==> src/rtl/mux_arb_rr_pkg.sv <==
`default_nettype none
//==============================================================================
// Module      : mux_arb_rr_pkg
// Description : Shared definitions for the two-port weighted round-robin merge
//               stage: default word width and source-port encodings.
// Revision    : 1.0 - initial release
//==============================================================================
package mux_arb_rr_pkg;

    localparam int DATA_SIZE_DEF = 10;

    // Port encodings shared with the destination demux on the other side.
    typedef enum logic {
        PORT_F0 = 1'b0,
        PORT_F1 = 1'b1
    } port_e;

    function automatic port_e other_port(input port_e p);
        return (p == PORT_F0) ? PORT_F1 : PORT_F0;
    endfunction

endpackage : mux_arb_rr_pkg
`default_nettype wire

==> src/rtl/mux_arb_rr_if.sv <==
`default_nettype none
//==============================================================================
// Module      : mux_arb_rr_if
// Description : FIFO-side, downstream and debug signals of the merge stage.
// Revision    : 1.0 - initial release
//==============================================================================
interface mux_arb_rr_if
    import mux_arb_rr_pkg::*;
#(
    parameter int DATA_SIZE = DATA_SIZE_DEF,
    parameter int CNT_WIDTH = 8
);
    logic [DATA_SIZE-1:0] data_f0;
    logic [DATA_SIZE-1:0] data_f1;
    logic                 empty_f0;
    logic                 empty_f1;
    logic                 pause;
    logic                 pop_f0;
    logic                 pop_f1;
    logic [DATA_SIZE-1:0] data_out;
    logic                 valid_out;
    logic                 src_out;
    logic [CNT_WIDTH-1:0] cnt_f0;
    logic [CNT_WIDTH-1:0] cnt_f1;

    // Environment side: owns the FIFOs and the downstream pause.
    modport master (
        output data_f0, data_f1, empty_f0, empty_f1, pause,
        input  pop_f0, pop_f1, data_out, valid_out, src_out, cnt_f0, cnt_f1
    );

    // Arbiter side.
    modport slave (
        input  data_f0, data_f1, empty_f0, empty_f1, pause,
        output pop_f0, pop_f1, data_out, valid_out, src_out, cnt_f0, cnt_f1
    );

endinterface : mux_arb_rr_if
`default_nettype wire

==> src/rtl/mux_arb_rr_arb_sel.sv <==
`default_nettype none
//==============================================================================
// Module      : mux_arb_rr_arb_sel
// Description : Combinational keep/switch decode producing the FIFO pops.
// Revision    : 1.0 - initial release
//==============================================================================
module mux_arb_rr_arb_sel
    import mux_arb_rr_pkg::*;
#(
    parameter int QUANTUM = 2,
    parameter int QW      = 2
) (
    input  port_e           cur_i,
    input  logic [QW-1:0]   qcnt_i,
    input  logic            empty_f0_i,
    input  logic            empty_f1_i,
    input  logic            pause_i,
    input  logic            reset_L_i,
    output logic            pop_f0_o,
    output logic            pop_f1_o
);

    localparam logic [QW-1:0] QMAX = QW'(QUANTUM);

    logic w_empty_cur;
    logic w_empty_oth;
    logic w_keep;
    logic w_sw;
    logic w_en;

    always_comb begin
        w_empty_cur = (cur_i == PORT_F0) ? empty_f0_i : empty_f1_i;
        w_empty_oth = (cur_i == PORT_F0) ? empty_f1_i : empty_f0_i;
        // The quantum only limits the holder while the other port has work.
        w_keep      = ~w_empty_cur & ((qcnt_i < QMAX) | w_empty_oth);
        w_sw        = ~w_keep & ~w_empty_oth;
        w_en        = reset_L_i & ~pause_i;

        pop_f0_o    = w_en & ((w_keep & (cur_i == PORT_F0)) |
                              (w_sw   & (cur_i == PORT_F1)));
        pop_f1_o    = w_en & ((w_keep & (cur_i == PORT_F1)) |
                              (w_sw   & (cur_i == PORT_F0)));
    end

endmodule : mux_arb_rr_arb_sel
`default_nettype wire

==> src/rtl/mux_arb_rr.sv <==
`default_nettype none
//==============================================================================
// Module      : mux_arb_rr
// Description : Weighted round-robin merge of two FWFT FIFOs into one
//               registered, source-tagged stream with per-port word counters.
// Revision    : 1.0 - initial release
//==============================================================================
module mux_arb_rr
    import mux_arb_rr_pkg::*;
#(
    parameter int DATA_SIZE = DATA_SIZE_DEF,
    parameter int QUANTUM   = 2,
    parameter int CNT_WIDTH = 8
) (
    input  logic         clk,
    input  logic         reset_L,
    mux_arb_rr_if.slave  bus
);

    localparam int            QW   = (QUANTUM < 1) ? 1 : $clog2(QUANTUM + 1);
    localparam logic [QW-1:0] QMAX = QW'(QUANTUM);

    port_e                cur_q,   cur_d;
    logic [QW-1:0]        qcnt_q,  qcnt_d;
    logic [DATA_SIZE-1:0] data_q,  data_d;
    logic                 valid_q, valid_d;
    port_e                src_q,   src_d;
    logic [CNT_WIDTH-1:0] cnt0_q,  cnt0_d;
    logic [CNT_WIDTH-1:0] cnt1_q,  cnt1_d;

    logic w_pop_f0;
    logic w_pop_f1;
    logic w_pop_any;
    logic w_pop_cur;

    mux_arb_rr_arb_sel #(
        .QUANTUM (QUANTUM),
        .QW      (QW)
    ) u_arb_sel (
        .cur_i      (cur_q),
        .qcnt_i     (qcnt_q),
        .empty_f0_i (bus.empty_f0),
        .empty_f1_i (bus.empty_f1),
        .pause_i    (bus.pause),
        .reset_L_i  (reset_L),
        .pop_f0_o   (w_pop_f0),
        .pop_f1_o   (w_pop_f1)
    );

    always_comb begin
        w_pop_any = w_pop_f0 | w_pop_f1;
        w_pop_cur = (cur_q == PORT_F0) ? w_pop_f0 : w_pop_f1;

        cur_d  = cur_q;
        qcnt_d = qcnt_q;
        if (w_pop_cur) begin
            qcnt_d = (qcnt_q == QMAX) ? QMAX : qcnt_q + QW'(1);
        end else if (w_pop_any) begin
            cur_d  = other_port(cur_q);
            qcnt_d = QW'(1);
        end

        // Idle cycles present zeros rather than the stale word.
        valid_d = w_pop_any;
        data_d  = '0;
        src_d   = PORT_F0;
        if (w_pop_f0) begin
            data_d = bus.data_f0;
        end else if (w_pop_f1) begin
            data_d = bus.data_f1;
            src_d  = PORT_F1;
        end

        cnt0_d = cnt0_q + CNT_WIDTH'(w_pop_f0);
        cnt1_d = cnt1_q + CNT_WIDTH'(w_pop_f1);
    end

    always_ff @(posedge clk or negedge reset_L) begin
        if (!reset_L) begin
            cur_q   <= PORT_F0;
            qcnt_q  <= '0;
            data_q  <= '0;
            valid_q <= 1'b0;
            src_q   <= PORT_F0;
            cnt0_q  <= '0;
            cnt1_q  <= '0;
        end else begin
            cur_q   <= cur_d;
            qcnt_q  <= qcnt_d;
            data_q  <= data_d;
            valid_q <= valid_d;
            src_q   <= src_d;
            cnt0_q  <= cnt0_d;
            cnt1_q  <= cnt1_d;
        end
    end

    assign bus.pop_f0    = w_pop_f0;
    assign bus.pop_f1    = w_pop_f1;
    assign bus.data_out  = data_q;
    assign bus.valid_out = valid_q;
    assign bus.src_out   = src_q;
    assign bus.cnt_f0    = cnt0_q;
    assign bus.cnt_f1    = cnt1_q;

endmodule : mux_arb_rr
`default_nettype wire
==> src/flat_wrapper.sv <==
// flat-port wrapper written by rule: the top's interface ports become plain ports
module mux_arb_rr_flat import mux_arb_rr_pkg::*;
#(
    parameter int DATA_SIZE = DATA_SIZE_DEF,
    parameter int QUANTUM   = 2,
    parameter int CNT_WIDTH = 8
)
  (clk, reset_L, bus_data_f0, bus_data_f1, bus_empty_f0, bus_empty_f1, bus_pause, bus_pop_f0, bus_pop_f1, bus_data_out, bus_valid_out, bus_src_out, bus_cnt_f0, bus_cnt_f1);
  mux_arb_rr_if #(.DATA_SIZE(DATA_SIZE), .CNT_WIDTH(CNT_WIDTH)) bus_i ();
  input  logic clk;
  input  logic reset_L;
  input wire logic [$bits(bus_i.data_f0)-1:0] bus_data_f0;
  input wire logic [$bits(bus_i.data_f1)-1:0] bus_data_f1;
  input wire logic [$bits(bus_i.empty_f0)-1:0] bus_empty_f0;
  input wire logic [$bits(bus_i.empty_f1)-1:0] bus_empty_f1;
  input wire logic [$bits(bus_i.pause)-1:0] bus_pause;
  output wire logic [$bits(bus_i.pop_f0)-1:0] bus_pop_f0;
  output wire logic [$bits(bus_i.pop_f1)-1:0] bus_pop_f1;
  output wire logic [$bits(bus_i.data_out)-1:0] bus_data_out;
  output wire logic [$bits(bus_i.valid_out)-1:0] bus_valid_out;
  output wire logic [$bits(bus_i.src_out)-1:0] bus_src_out;
  output wire logic [$bits(bus_i.cnt_f0)-1:0] bus_cnt_f0;
  output wire logic [$bits(bus_i.cnt_f1)-1:0] bus_cnt_f1;
  assign bus_i.data_f0 = bus_data_f0;
  assign bus_i.data_f1 = bus_data_f1;
  assign bus_i.empty_f0 = bus_empty_f0;
  assign bus_i.empty_f1 = bus_empty_f1;
  assign bus_i.pause = bus_pause;
  assign bus_pop_f0 = bus_i.pop_f0;
  assign bus_pop_f1 = bus_i.pop_f1;
  assign bus_data_out = bus_i.data_out;
  assign bus_valid_out = bus_i.valid_out;
  assign bus_src_out = bus_i.src_out;
  assign bus_cnt_f0 = bus_i.cnt_f0;
  assign bus_cnt_f1 = bus_i.cnt_f1;
  mux_arb_rr #(.DATA_SIZE(DATA_SIZE), .QUANTUM(QUANTUM), .CNT_WIDTH(CNT_WIDTH)) u_core (.clk(clk), .reset_L(reset_L), .bus(bus_i));
endmodule
==> config.mk <==
export PLATFORM = sky130hd
export DESIGN_NAME = mux_arb_rr_flat
export DESIGN_NICKNAME = d
export VERILOG_FILES = /design/src/rtl/mux_arb_rr_pkg.sv /design/src/rtl/mux_arb_rr_if.sv /design/src/rtl/mux_arb_rr_arb_sel.sv /design/src/rtl/mux_arb_rr.sv /design/src/flat_wrapper.sv
export SDC_FILE = /design/constraint.sdc
export NUM_CORES = 1
export LEC_CHECK = 0
export ABC_AREA = 0
export CORE_MARGIN = 4
export CORE_UTILIZATION = 38
export CTS_BUF_LIST = sky130_fd_sc_hd__clkbuf_2 sky130_fd_sc_hd__clkbuf_4 sky130_fd_sc_hd__clkbuf_8
export DETAILED_ROUTE_END_ITERATION = 12
export GPL_TIMING_DRIVEN = 0
export PLACE_DENSITY = 0.71
export SKIP_CTS_REPAIR_TIMING = 1
export SLEW_MARGIN = 20
export SYNTH_ARGS = -nofsm -noshare
export SYNTH_HDL_FRONTEND = slang
export SYNTH_SLANG_ARGS = --single-unit
==> constraint.sdc <==
create_clock -name clk -period 2.26 [get_ports clk]
set_clock_uncertainty 0.1 [all_clocks]
set_input_delay 0.226 -clock clk [delete_from_list [all_inputs] [get_ports clk]]
set_output_delay 0.226 -clock clk [all_outputs]
set_load 0.02 [all_outputs]
==> results of run 1 <==
-- area by class of cell --
type	count	area, µm²
Fill cell	257	1130
Sequential cell	31	776
Timing Repair Buffer	57	588
Multi-Input combinational cell	60	469
Clock buffer	8	72.6
Tap cell	44	55.1
Buffer	3	22.5
Inverter	5	18.8
-- critical path: stages --
cell	delay, ns
clkdlybuf4s50_1	0.48
or3b_1	0.42
o21ba_2	0.27
buf_4	0.19
dlymetal6s2s_1	0.25
-- path summary, 6_finish.rpt --
check                                startpoint              endpoint  slack [ns]  cells after the start
min reg2reg                u_core.bus.cnt_f0[7]  u_core.bus.cnt_f0[7]        0.37                      1
max in group asynchronous               reset_L  u_core.bus.cnt_f1[1]        1.42                      4
max                                bus_empty_f1            bus_pop_f1        0.10                      5
min in group asynchronous               reset_L  u_core.bus.cnt_f1[4]        0.46                      4
max reg2reg                        u_core.cur_q  u_core.bus.cnt_f0[6]        0.15                      8
min                                bus_empty_f0          u_core.cur_q        0.16                      3
-- layer usage --
| layer | wire [µm] | global-route usage, % |
|---|---|---|
| met1 | 1230 | 17.7 |
| met2 | 1420 | 24.5 |
| met3 | 288 | 5.95 |
| met4 | 46 | 6.99 |
| met5 | 0 | 0 |
-- metrics by stage --
| stage | utilization (%) | power, mW | std cells | setup TNS [ns] | area [µm²] |
|---|---|---|---|---|---|
| floorplan | - | 1.06 | 99 | 0 | 1270 |
| global placement | 59.4 | 1.34 | 196 | -31.83 | 1860 |
| detailed placement | 59.8 | 1.38 | 197 | -1.79 | 1870 |
| CTS | 62.2 | 1.76 | 205 | -0.614 | 1940 |
| global route | 64.0 | 1.87 | 208 | -0.0435 | 2000 |
| finish | 64.0 | 1.75 | 208 | 0 | 2000 |
-- kinds of logic after synthesis --
group / Yosys count
flops: 31
simple gates: 22
compound gates: 19
xor+xnor: 13
buf+inv: 8
fa+ha+maj: 5
mux: 1
-- placed cells by master, fill, tap and decap left out, types with 3 or more instances in the layout --
cell             synthesis  routed
xor2_1                   8       8
nand2_1                  7       7
nor2_1                   3       3
clkbuf_4                 0       6
inv_1                    5       5
dfrtp_1                 31      31
a22o_1                  10      10
ha_1                     5       5
clkdlybuf4s50_1          0      50
nand3_1                  6       5
xnor2_1                  5       5
-- power by group through the flow --
stage	Sequential (mW)	Clock, mW	Combinational [mW]
after detailed placement	0.795	0	0.582
after CTS	0.783	0.391	0.585
after global routing	0.809	0.418	0.638
after floorplan	0.892	0	0.167
after global placement	0.785	0	0.556
final	0.787	0.373	0.588
-- flip-flops by register name, indices dropped and copies added, names as in the netlist --
name and flops:
u_core.cur_q 1, u_core.bus.data_out 10, u_core.bus.src_out 1, u_core.bus.cnt_f1 8
u_core.bus.valid_out 1, u_core.qcnt_q 2, u_core.bus.cnt_f0 8
==> flow_metrics.py, run 1 <==
metrics = {
    "logic_synthesis": {
        "yosysMostFrequentCell": "dfrtp_1",
        "synth_xor_area_share_pct": 8.96,
        "synthSimpleGateAreaFrac_pct": 8.46,
        "avgSynthCellArea_um2": 12.8,
        "synth_cells": 99,
        "ys_seq_elements": 31,
        "synth_commonest_cells": "dfrtp_1, a22o_1, xor2_1",
        "synthMuxAreaShare_pct": 0.787,
        "yosysWarnings": 0,
        "ys.flop_type": "dfrtp_1",
        "synth_top_area_share_pct": 61.0,
        "synth_area_um2": 1270,
        "synth_top_family_by_area": "compound AO/OA/AOI/OAI gates",
        "synthArstFlopShare_pct": 100,
        "synth_cell_types": 26,
        "synth_compound_area_share_pct": 12.6,
        "synth_edf_count": 0,
        "synth-adder-area-share_pct": 4.92,
        "synth_top_cell_by_area": "dfrtp_1",
        "synth_fp_nets": 129,
        "synth-seq-area-share_pct": 61.0,
        "synth_area_leaders": "dfrtp_1, a22o_1, xor2_1",
    },
    "routing": {
        "vias": 997,
        "drt_iter0_drc": 31,
        "wirelength_um": 2980,
        "vias_per_cell": 4.79,
        "wl_per_cell_um": 14.3,
        "first_pass_iters": 4,
        "drcViolationCount": 0,
        "ant_nets": 0,
    },
    "grt": {
        "grt_pass1_vias": 1048,
        "overflow": 0,
        "antenna_found_initial": 0,
        "grt_usage_pct": 15.2,
        "grt_pass1_wl_um": 4890,
        "grt_max_degree": 35,
    },
    "power_and_ir_drop": {
        "seqPwrFrac_pct": 45.0,
        "p_clk_share_pct": 21.3,
        "power_density_nw_per_um2": 874,
        "swShare_pct": 33.3,
        "switchingPower_mw": 0.582,
        "internal_power_mw": 1.17,
        "ir_worst_vdd_mv": 0.454,
        "power_leakage_nw": 0.946,
        "power_frac_comb_pct": 33.6,
    },
    "timing": {
        "hold_violations": 0,
        "finalCritPeriodShare_pct": 95.4,
        "tightest_slew_ns": 0.344,
        "max_freq_mhz": 464,
        "setup_viol": 0,
        "slew_headroom_pct": 77.0,
        "fin_hold_ws_ns": 0.159,
        "finalWorstSetupSlack_ns": 0.103,
        "period_minus_slack_ns": 2.16,
        "drv_slew": 0,
    },
    "setup_path": {
        "crit_arrival_ns": 1.83,
        "start_kind": "primary input",
        "crit_type": "primary input to primary output",
        "path_max_fanout": 11,
        "worst_ep_required_time_ns": 1.93,
        "crit_path_end_kind": "primary output",
    },
    "floorplanning": {
        "die_w_um": 65.8,
        "initial_utilization_pct": 40.6,
        "dieArea_um2": 4330,
        "rows": 20,
        "io_pins": 55,
        "core_um2": 3130,
        "fp.dieH_um": 65.8,
    },
    "clock_tree": {
        "clock_latency_ns": 0.33,
        "cts_buffers": 5,
        "cts_max_path_buffers": 2,
        "htreeDepth": 2,
        "cts_tree": "done",
        "clk_pin_slew_ns": 0.08,
        "clock-sinks": 31,
        "clockRootBuffer": "clkbuf_4",
    },
    "layout": {
        "drive_above_1_share_pct": 11.6,
        "diodes": 0,
        "layout-area-overhead-vs-synth_pct": 57.5,
        "nNetsFinal": 193,
    },
    "placed_design": {
        "gp_congestion": 0.756,
        "hpwl_um": 2150,
        "dpl_worst_slack_ns": -0.276,
        "portBuffers": 53,
    },
    "outcome": {
        "outcome": "completed",
    },
    "min_path": {
        "min_path_type": "primary input to flop",
    },
    "flow_run": {
        "maxCapViolCount": 0,
    },
}
No activity file was read; power rests on OpenSTA's default activity.
==> run 2, diff against run 1 <==
Settings changed: CELL_PAD_IN_SITES_DETAIL_PLACEMENT set to 0, CELL_PAD_IN_SITES_GLOBAL_PLACEMENT set to 2, CORE_UTILIZATION 38 to 27, PLACE_DENSITY 0.71 to 0.8.
==> run 2 against run 1 <==
Effect of this change: count of clock-buffer cells in the layout shrank 2; critical path depth up 3; worst setup slack worse by 0.0064 ns; utilization shrank 18 points; worst hold slack better by 0.045 ns; wire length rose by 0.87%; die area is 35% higher; via count increased by 0.60%; final area increased by 2.2%; critical endpoint is now u_core.bus.cnt_f1[4]; maximum frequency fell by 0.30%; first-iteration DRC count grew 23%; cell count grew 3.4%.
==> flow_metrics.py, run 2 (synthesized netlist as in run 1, its figures left out) <==
metrics = {
    "outcome": {
        "outcome": "completed",
    },
    "clock_tree": {
        "clock-sinks": 31,
        "cts_tree": "done",
        "clk_pin_slew_ns": 0.07,
        "clockRootBuffer": "clkbuf_8",
        "cts_max_path_buffers": 2,
        "htreeDepth": 2,
        "cts_buffers": 5,
        "clock_latency_ns": 0.27,
    },
    "setup_path": {
        "r2r_cells": 8,
        "start_kind": "primary input",
        "r2r_start": "u_core.cur_q",
        "crit_arrival_ns": 2.23,
        "reg2reg_slack_ns": 0.18,
        "path_max_fanout": 11,
        "crit_type": "primary input to flop",
        "rr_endpoint": "u_core.bus.cnt_f0[6]",
        "crit_path_end_kind": "flop",
        "worst_ep_required_time_ns": 2.33,
    },
    "layout": {
        "stdcell_area_um2": 2050,
        "largest_reg_flops": 10,
        "stdcell_count": 215,
        "multi_input_area_um2": 474,
        "drive_above_1_share_pct": 12.9,
        "nFillCells": 431,
        "layout_common_cells": "clkdlybuf4s50_1, dfrtp_1, a22o_1, xor2_1, nand2_1",
        "fin_util_pct": 46.0,
        "layout-area-overhead-vs-synth_pct": 60.9,
        "diodes": 0,
        "nNetsFinal": 192,
        "mostFrequentLayoutCell": "clkdlybuf4s50_1",
        "seqCellArea_um2": 777,
    },
    "placed_design": {
        "hpwl_um": 2280,
        "dp_cells": 204,
        "postPlaceCellArea_um2": 1860,
        "portBuffers": 53,
        "gp_congestion": 0.722,
    },
    "floorplanning": {
        "core_um2": 4440,
        "io_pins": 55,
        "rows": 24,
        "fp.dieH_um": 76.6,
        "dieArea_um2": 5870,
        "initial_utilization_pct": 28.6,
        "die_w_um": 76.6,
    },
    "timing": {
        "max_freq_mhz": 462,
        "fin_hold_ws_ns": 0.205,
        "tns_ns": 0,
        "setup_viol": 0,
        "period_minus_slack_ns": 2.16,
        "drv_slew": 0,
        "hold_violations": 0,
        "slew_headroom_pct": 76.5,
        "finalCritPeriodShare_pct": 95.7,
        "tightest_slew_ns": 0.352,
    },
    "flow_run": {
        "maxCapViolCount": 0,
    },
    "grt": {
        "overflow": 0,
        "grt_pass1_wl_um": 4700,
        "antenna_found_initial": 0,
        "grt_usage_pct": 10.3,
        "grt_pass1_vias": 956,
        "grt_max_degree": 35,
    },
    "power_and_ir_drop": {
        "ir_worst_vdd_mv": 0.392,
        "power_density_nw_per_um2": 942,
        "power_leakage_nw": 0.953,
    },
    "min_path": {
        "holdPathEnd": "u_core.cur_q",
        "holdPathStages": 4,
        "min_path_type": "primary input to flop",
        "hp-start": "reset_L",
    },
    "routing": {
        "wirelength_um": 3010,
        "vias": 1003,
        "drcViolationCount": 0,
        "ant_nets": 0,
        "vias_per_cell": 4.67,
        "wl_per_cell_um": 14.0,
        "drt_iter0_drc": 38,
        "first_pass_iters": 4,
    },
}
run 2: how the worst max path moves through the flow:
stage                            start                   end  slack (ns)  depth (start not counted)
after floorplan           u_core.cur_q  u_core.bus.cnt_f0[6]        0.20                          8
after global placement         reset_L  u_core.bus.cnt_f0[6]       -1.44                          9
after detailed placement       reset_L  u_core.bus.cnt_f0[6]       -0.48                          9
after CTS                      reset_L            bus_pop_f0       -0.44                          5
after global routing      u_core.cur_q  u_core.bus.cnt_f0[6]      -0.005                          8
final                     bus_empty_f1  u_core.bus.cnt_f1[4]         0.1                          8
run 2: final cells by class:
type / count / share of cell area, %
flip-flops and latches: 31 / 38.0
repair buffers: 56 / 27.9
multi-input cells: 60 / 23.2
clock buffers: 6 / 4.04
well taps: 52 / 3.18
clock inverters: 2 / 1.71
plain buffers: 3 / 1.10
inverters: 5 / 0.917
run 2: routing by layer:
| layer | vias to the layer above | track usage (%) | part of all wire, % |
|---|---|---|---|
| met5 | - | 0 | 0 |
| met4 | 0 | 4.17 | 1.8 |
| met3 | 6 | 5.08 | 5.0 |
| met2 | 33 | 17.4 | 53 |
| met1 | 492 | 10.8 | 40 |
| li1 | 472 | - | - |
run 2: worst max-delay path, cell delays in order:
cell and delay [ns]:
clkdlybuf4s50_1 0.48, or3b_1 0.41, o21ba_2 0.26, buf_4 0.18, ha_1 0.21, ha_2 0.22, nand3_1 0.10, xnor2_1 0.14
run 2: report_power, final:
| part | internal [mW] | switching [mW] |
|---|---|---|
| registers | 0.674 | 0.116 |
| clock network | 0.356 | 0.197 |
| logic | 0.299 | 0.286 |
run 2: metrics by stage:
step | power (mW) | setup WS (ns)
floorplan | 1.06 | 0.202
global placement | 1.36 | -1.44
detailed placement | 1.37 | -0.484
CTS | 1.93 | -0.436
global route | 2.03 | -0.00518
finish | 1.93 | 0.0968
